`src/rtl/uart_img_loader_pkg.sv`:
```
// Shared definitions for the SNN image loader.
// Contents:
//   NUM_PIXELS / NUM_BYTES / ADDR_W : image geometry and input-RAM address width
//   ldr_state_t                     : loader FSM states, also used by the core's
//                                     handshake checker
//   pixel_addr()                    : RAM address of pixel k of byte byte_idx
package uart_img_loader_pkg;

  localparam int NUM_PIXELS = 784;
  localparam int NUM_BYTES  = 98;
  localparam int ADDR_W     = 10;

  typedef enum logic [1:0] {
    IDLE,
    UNPACK,
    DONE
  } ldr_state_t;

  // Eight pixels per byte, so the byte index forms the upper address bits.
  function automatic logic [ADDR_W-1:0] pixel_addr(input logic [6:0] byte_idx,
                                                   input logic [2:0] bit_idx);
    return {byte_idx, 3'b000} + ADDR_W'(bit_idx);
  endfunction

endpackage

```
`src/rtl/uart_img_loader_if.sv`:
```
// Signal bundle between uart_rx, the image loader, the input RAM and the SNN core.
// Signals:
//   rx_rdy, rx_data          : byte strobe and byte from uart_rx
//   ram_we, ram_addr, ram_wdata : bit-serial write port of the 784x1 input RAM
//   img_valid, img_ack       : image-ready level and consume strobe to/from the core
//   busy, ovf_err            : status (frame in progress, sticky byte-lost flag)
// Modports:
//   master : the loader side (drives the RAM port and status)
//   slave  : the environment side (uart_rx, RAM, core)
interface uart_img_loader_if;
  import uart_img_loader_pkg::*;

  logic              rx_rdy;
  logic [7:0]        rx_data;
  logic              ram_we;
  logic [ADDR_W-1:0] ram_addr;
  logic              ram_wdata;
  logic              img_valid;
  logic              img_ack;
  logic              busy;
  logic              ovf_err;

  modport master (
    input  rx_rdy, rx_data, img_ack,
    output ram_we, ram_addr, ram_wdata, img_valid, busy, ovf_err
  );

  modport slave (
    output rx_rdy, rx_data, img_ack,
    input  ram_we, ram_addr, ram_wdata, img_valid, busy, ovf_err
  );

endinterface

```
`src/rtl/uart_img_loader_byte_unpacker.sv`:
```
// Serialises one byte into eight pixels, LSB first, one pixel per clock.
// Ports:
//   clk, rst_n : clock, asynchronous active-low reset
//   load, din  : load a new byte (restarts the bit counter; allowed on the last bit)
//   active     : a byte is being serialised
//   bit_out    : current pixel value
//   bit_idx    : current pixel index k within the byte
//   last       : current pixel is k=7
module uart_img_loader_byte_unpacker (
  input  logic       clk,
  input  logic       rst_n,
  input  logic       load,
  input  logic [7:0] din,
  output logic       active,
  output logic       bit_out,
  output logic       last,
  output logic [2:0] bit_idx
);

  logic [7:0] shift_q;

  // Load has priority so a byte can follow the previous one without a gap.
  always_ff @(posedge clk or negedge rst_n) begin
    if (!rst_n) begin
      shift_q <= '0;
      bit_idx <= '0;
      active  <= 1'b0;
    end else if (load) begin
      shift_q <= din;
      bit_idx <= 3'd0;
      active  <= 1'b1;
    end else if (active) begin
      shift_q <= {1'b0, shift_q[7:1]};
      bit_idx <= bit_idx + 3'd1;
      if (bit_idx == 3'd7) active <= 1'b0;
    end
  end

  assign bit_out = shift_q[0];
  assign last    = active && (bit_idx == 3'd7);

endmodule

```
`src/rtl/uart_img_loader.sv`:
```
// Collects a 98-byte packed binary image from the UART byte stream, unpacks it
// bit-serially into the 784x1 input RAM and offers it to the SNN core with a
// valid/ack handshake. A long gap mid-frame abandons the partial frame.
// Ports:
//   clk, rst_n : clock, asynchronous active-low reset
//   bus        : uart_img_loader_if.master (byte input, RAM write port,
//                img_valid/img_ack handshake, busy and ovf_err status)
// Parameters:
//   TIMEOUT    : idle cycles mid-frame before the partial frame is discarded
module uart_img_loader
  import uart_img_loader_pkg::*;
#(
  parameter int TIMEOUT = 1_000_000
) (
  input  logic                clk,
  input  logic                rst_n,
  uart_img_loader_if.master   bus
);

  localparam int CNT_W = (TIMEOUT > 2) ? $clog2(TIMEOUT) : 1;

  ldr_state_t       state, next_state;
  logic [6:0]       byte_idx;
  logic [7:0]       hold_data;
  logic             hold_full;
  logic [CNT_W-1:0] idle_cnt;
  logic             load;
  logic             frame_end;
  logic             tmo_run;
  logic             timeout_hit;
  logic             ub_active;
  logic             ub_bit;
  logic             ub_last;
  logic [2:0]       ub_idx;

  uart_img_loader_byte_unpacker u_unpacker (
    .clk     (clk),
    .rst_n   (rst_n),
    .load    (load),
    .din     (hold_data),
    .active  (ub_active),
    .bit_out (ub_bit),
    .last    (ub_last),
    .bit_idx (ub_idx)
  );

  assign frame_end   = ub_last && (byte_idx == 7'(NUM_BYTES - 1));
  assign tmo_run     = (state == IDLE) && (byte_idx != 7'd0);
  assign timeout_hit = tmo_run && !bus.rx_rdy && (idle_cnt == CNT_W'(TIMEOUT - 1));

  // Next state; load also marks the cycle the holding register is drained.
  always_comb begin
    next_state = state;
    load       = 1'b0;
    case (state)
      IDLE: begin
        if (hold_full) begin
          next_state = UNPACK;
          load       = 1'b1;
        end
      end
      UNPACK: begin
        if (ub_last) begin
          if (frame_end)      next_state = DONE;
          else if (hold_full) load       = 1'b1;
          else                next_state = IDLE;
        end
      end
      DONE: begin
        if (bus.img_ack) next_state = IDLE;
      end
      default: next_state = IDLE;
    endcase
  end

  always_ff @(posedge clk or negedge rst_n) begin
    if (!rst_n) state <= IDLE;
    else        state <= next_state;
  end

  // Byte position in the frame: advances after the eighth pixel, wraps at the
  // end of the image, and is cleared when a partial frame times out.
  always_ff @(posedge clk or negedge rst_n) begin
    if (!rst_n) begin
      byte_idx <= '0;
    end else if (ub_last) begin
      byte_idx <= frame_end ? 7'd0 : byte_idx + 7'd1;
    end else if (timeout_hit) begin
      byte_idx <= '0;
    end
  end

  // One-deep holding register. A byte arriving on the drain cycle is accepted.
  always_ff @(posedge clk or negedge rst_n) begin
    if (!rst_n) begin
      hold_data <= '0;
      hold_full <= 1'b0;
    end else if (bus.rx_rdy && (state != DONE) && (!hold_full || load)) begin
      hold_data <= bus.rx_data;
      hold_full <= 1'b1;
    end else if (load) begin
      hold_full <= 1'b0;
    end
  end

  // Sticky overflow; the ack clears it even if a byte is dropped the same cycle.
  always_ff @(posedge clk or negedge rst_n) begin
    if (!rst_n) begin
      bus.ovf_err <= 1'b0;
    end else if ((state == DONE) && bus.img_ack) begin
      bus.ovf_err <= 1'b0;
    end else if (bus.rx_rdy && ((state == DONE) || (hold_full && !load))) begin
      bus.ovf_err <= 1'b1;
    end
  end

  // Idle-gap counter, only meaningful while a partial frame sits in IDLE.
  always_ff @(posedge clk or negedge rst_n) begin
    if (!rst_n) begin
      idle_cnt <= '0;
    end else if (bus.rx_rdy || !tmo_run || timeout_hit) begin
      idle_cnt <= '0;
    end else begin
      idle_cnt <= idle_cnt + CNT_W'(1);
    end
  end

  // Registered RAM port and image-ready flag.
  always_ff @(posedge clk or negedge rst_n) begin
    if (!rst_n) begin
      bus.ram_we    <= 1'b0;
      bus.ram_addr  <= '0;
      bus.ram_wdata <= 1'b0;
      bus.img_valid <= 1'b0;
    end else begin
      bus.ram_we    <= ub_active;
      bus.ram_addr  <= ub_active ? pixel_addr(byte_idx, ub_idx) : '0;
      bus.ram_wdata <= ub_active && ub_bit;
      bus.img_valid <= (state == DONE) && !bus.img_ack;
    end
  end

  assign bus.busy = (state != IDLE) || (byte_idx != 7'd0);

endmodule
```
`src/flat_wrapper.sv`:
```
// flat-port wrapper written by rule: the top's interface ports become plain ports
module uart_img_loader_flat import uart_img_loader_pkg::*;
#(
  parameter int TIMEOUT = 1_000_000
)
  (clk, rst_n, bus_rx_rdy, bus_rx_data, bus_img_ack, bus_ram_we, bus_ram_addr, bus_ram_wdata, bus_img_valid, bus_busy, bus_ovf_err);
  uart_img_loader_if bus_i ();
  input  logic clk;
  input  logic rst_n;
  input wire logic [$bits(bus_i.rx_rdy)-1:0] bus_rx_rdy;
  input wire logic [$bits(bus_i.rx_data)-1:0] bus_rx_data;
  input wire logic [$bits(bus_i.img_ack)-1:0] bus_img_ack;
  output wire logic [$bits(bus_i.ram_we)-1:0] bus_ram_we;
  output wire logic [$bits(bus_i.ram_addr)-1:0] bus_ram_addr;
  output wire logic [$bits(bus_i.ram_wdata)-1:0] bus_ram_wdata;
  output wire logic [$bits(bus_i.img_valid)-1:0] bus_img_valid;
  output wire logic [$bits(bus_i.busy)-1:0] bus_busy;
  output wire logic [$bits(bus_i.ovf_err)-1:0] bus_ovf_err;
  assign bus_i.rx_rdy = bus_rx_rdy;
  assign bus_i.rx_data = bus_rx_data;
  assign bus_i.img_ack = bus_img_ack;
  assign bus_ram_we = bus_i.ram_we;
  assign bus_ram_addr = bus_i.ram_addr;
  assign bus_ram_wdata = bus_i.ram_wdata;
  assign bus_img_valid = bus_i.img_valid;
  assign bus_busy = bus_i.busy;
  assign bus_ovf_err = bus_i.ovf_err;
  uart_img_loader #(.TIMEOUT(TIMEOUT)) u_core (.clk(clk), .rst_n(rst_n), .bus(bus_i));
endmodule
```
`config.mk`:
```
export PLATFORM = sky130hd
export DESIGN_NAME = uart_img_loader_flat
export DESIGN_NICKNAME = d
export VERILOG_FILES = /design/src/rtl/uart_img_loader_pkg.sv /design/src/rtl/uart_img_loader_if.sv /design/src/rtl/uart_img_loader_byte_unpacker.sv /design/src/rtl/uart_img_loader.sv /design/src/flat_wrapper.sv
export SDC_FILE = /design/constraint.sdc
export NUM_CORES = 1
export LEC_CHECK = 0
export BUFFER_PORTS_ARGS = -buffer_cell sky130_fd_sc_hd__buf_4
export CAP_MARGIN = 20
export CORE_MARGIN = 5
export CORE_UTILIZATION = 35
export DETAILED_ROUTE_END_ITERATION = 6
export SLEW_MARGIN = 5
export SYNTH_ARGS = -nofsm -noshare
export SYNTH_HDL_FRONTEND = slang
export SYNTH_SLANG_ARGS = --single-unit
export TNS_END_PERCENT = 1
```
`constraint.sdc`:
```
create_clock -name clk -period 2.7 [get_ports clk]
set_input_delay 0.54 -clock clk [delete_from_list [all_inputs] [get_ports clk]]
set_output_delay 0.54 -clock clk [all_outputs]
set_load 0.1 [all_outputs]
```
==> results.py <==
metrics = {
    "pwr": {
        "powerDensity_nw_per_um2": 860,
        "irDropWorstVdd_mv": 0.322,
        "power_mw": 3.01,
        "leakagePower_nw": 1.58,
    },
    "logic_synthesis": {
        "synth_top_area_cell": "dfrtp_1",
        "ys_warn_count": 0,
        "synth.top_cell.area_share_pct": 53.6,
        "syn_area_sq_um": 2990,
        "synthTopCellsByArea": "dfrtp_1 (54%), mux2_2 (8.7%), xor2_1 (3.2%), and2_1 (3.1%), nor2_1 (2.8%)",
        "synth_edf_count": 0,
        "synth_top_cells_by_count": "dfrtp_1 (64), mux2_2 (23), nor2_1 (22), and2_1 (15), nand3_1 (12)",
        "ys.flop_type": "dfrtp_1",
        "syn_avg_cell_area_sq_um": 11.6,
        "synthArstFlopShare_pct": 100,
        "synth_nets": 276,
        "yosysMostFrequentCell": "dfrtp_1",
        "ys_seq_area_share_pct": 53.6,
        "ys_types": 43,
        "ys_ff_latch": 64,
        "syn_inst": 258,
    },
    "worst_setup_path": {
        "cp-start-kind": "register",
        "cp_top_family": "compound AO/OA/AOI/OAI gates",
        "worstPathMaxFanout": 9,
        "critical_path.cell_chain": "ha_1 -> ha_1 -> nand2_2 -> a21oi_2 -> o311ai_4 -> mux2_2",
        "crit_top_cell": "ha_1",
        "critPathBufInv": 0,
        "critPathRequiredTime_ns": 2.93,
        "worstSetupPathType": "reg2reg",
        "cp.arrival_ns": 2.41,
        "cp-end-kind": "register",
        "slowest_delay_ns": 0.51,
        "cp_slowest_cell": "o311ai_4",
    },
    "cts": {
        "cts_tree": "yes",
        "cts_inserted_buffers": 9,
        "cts.clk_slew.worst_paths_ns": 0.08,
        "clock_latency_ns": 0.34,
        "h-tree-depth": 3,
        "ctsResizeCount": 0,
        "cts_root_buf": "clkbuf_8",
        "cts_sinks": 64,
        "holdBufCountCts": 0,
        "clock_path_buffers": 2,
        "cts_setup_buffers": 0,
    },
    "floorplanning": {
        "rows": 33,
        "die_h_um": 102,
        "floorplan.initialDensity_pct": 36.2,
        "die_x_um": 102,
        "dieArea_sq_um": 10500,
        "io_pins": 27,
        "core_sq_um": 8260,
    },
    "detailed_routing": {
        "drc": 0,
        "wl_um": 5310,
        "drt_first_pass_iters": 4,
        "ant_nets": 0,
        "viasPerCell": 4.91,
        "via_count": 1962,
        "drt-initial-drc-count": 64,
        "wire_per_inst_um": 13.3,
    },
    "sta": {
        "slew-limit-headroom_pct": 48.0,
        "min_period_ns": 2.18,
        "fin_skew_ns": 0.0102,
        "post-route-period-util_pct": 80.8,
        "setup-violations-final": 0,
        "hold_ws_ns": 0.281,
        "fmax_mhz": 458,
        "worst_pin_slew_ns": 0.780,
        "setup_tns_ns": 0,
        "slew_violations": 0,
        "hold_viol": 0,
        "setup_slack_ns": 0.519,
        "rsz0062_at_grt": "false",
    },
    "grt": {
        "grt_max_degree": 65,
        "groute.usage.overall_pct": 11.4,
        "grt_pass1_wl_um": 9290,
        "grt_overflow": 0,
        "grt_pass1_vias": 1982,
        "antenna_found_initial": 0,
    },
    "run": {
        "drv_cap": 0,
    },
    "run_status": {
        "status": "finished, final reports clean",
    },
    "layout": {
        "area_growth_pct": 17.3,
        "drive_gt1_share_pct": 26.1,
        "nets": 308,
        "final_util_pct": 42.5,
        "fin_cells": 400,
        "antenna_cells": 0,
        "final_area_sq_um": 3510,
    },
    "worst_hold_path": {
        "hp-class": "in2async",
    },
    "place": {
        "placed_cell_area_sq_um": 3300,
        "dp.cells": 384,
        "place_hpwl_um": 3540,
        "gp_congestion": 0.783,
        "pre_cts_ws_ns": 0.515,
        "io_buffers": 26,
    },
}
[layout by cell type (no fill, tap or decap), types with 9 or more instances in the layout]
cell type  instances
inv_1             11
buf_4             29
clkbuf_8           9
nand3_1           12
xor2_1            11
and2_1            15
nor2_1            22
dfrtp_1           64
mux2_2            23
o21ai_0            9
[routing by layer]
layer | global-route usage [%] | share of wire [%] | vias to the layer above
li1 | - | - | 973
met1 | 15.5 | 50 | 946
met2 | 16.3 | 43 | 34
met3 | 3.14 | 4.3 | 9
met4 | 6.16 | 2.6 | 0
met5 | 0 | 0 | -
[state kept, by name (all words and copies together), names as in the netlist]
register,count
u_core.u_unpacker.bit_idx,3
u_core.state,2
u_core.u_unpacker.active,1
u_core.bus.img_valid,1
u_core.bus.ram_addr,10
u_core.hold_data,8
u_core.bus.ram_we,1
u_core.idle_cnt,20
u_core.bus.ovf_err,1
u_core.byte_idx,7
u_core.u_unpacker.shift_q,8
u_core.hold_full,1
u_core.bus.ram_wdata,1
[kinds of logic after synthesis]
kind of cell | count (synthesis) | share of synthesized area, %
AOI/OAI and AO/OA | 36 | 9.37
xor gates and xnor gates | 14 | 4.10
adders and majority gates | 6 | 2.51
buffers and inverters | 19 | 2.85
DFF | 64 | 53.6
muxes | 27 | 10.0
and+or+nand+nor | 92 | 17.6
[final cells by class]
cell class,instances,area [sq um]
clock inverter,6,83.8
clock buffer,10,128
sequential,64,1600
timing repair buffer,29,218
multi-input combinational,175,1300
fill,832,4750
inverter,11,41.3
tap,105,131
[where the power goes]
| group | internal (mW) | total [mW] | switching [mW] |
|---|---|---|---|
| sequential | 1.16 | 1.27 | 0.118 |
| combinational | 0.333 | 0.852 | 0.519 |
| clock | 0.517 | 0.889 | 0.372 |
[worst paths after layout]
check                                             startpoint              endpoint  slack (ns)  cells past startpoint
min in group clk                                 bus_img_ack  u_core.bus.img_valid        0.37                      2
worst max-delay path            u_core.u_unpacker.bit_idx[0]   u_core.hold_data[1]        0.52                      6
worst min-delay path                                   rst_n   u_core.hold_data[5]        0.28                      1
worst min register to register  u_core.u_unpacker.shift_q[0]  u_core.bus.ram_wdata        0.50                      1
worst max register to register  u_core.u_unpacker.bit_idx[0]   u_core.hold_data[1]        0.52                      6
max in group asynchronous                              rst_n   u_core.idle_cnt[13]        1.91                      1
No activity file was read; power rests on OpenSTA's default activity.
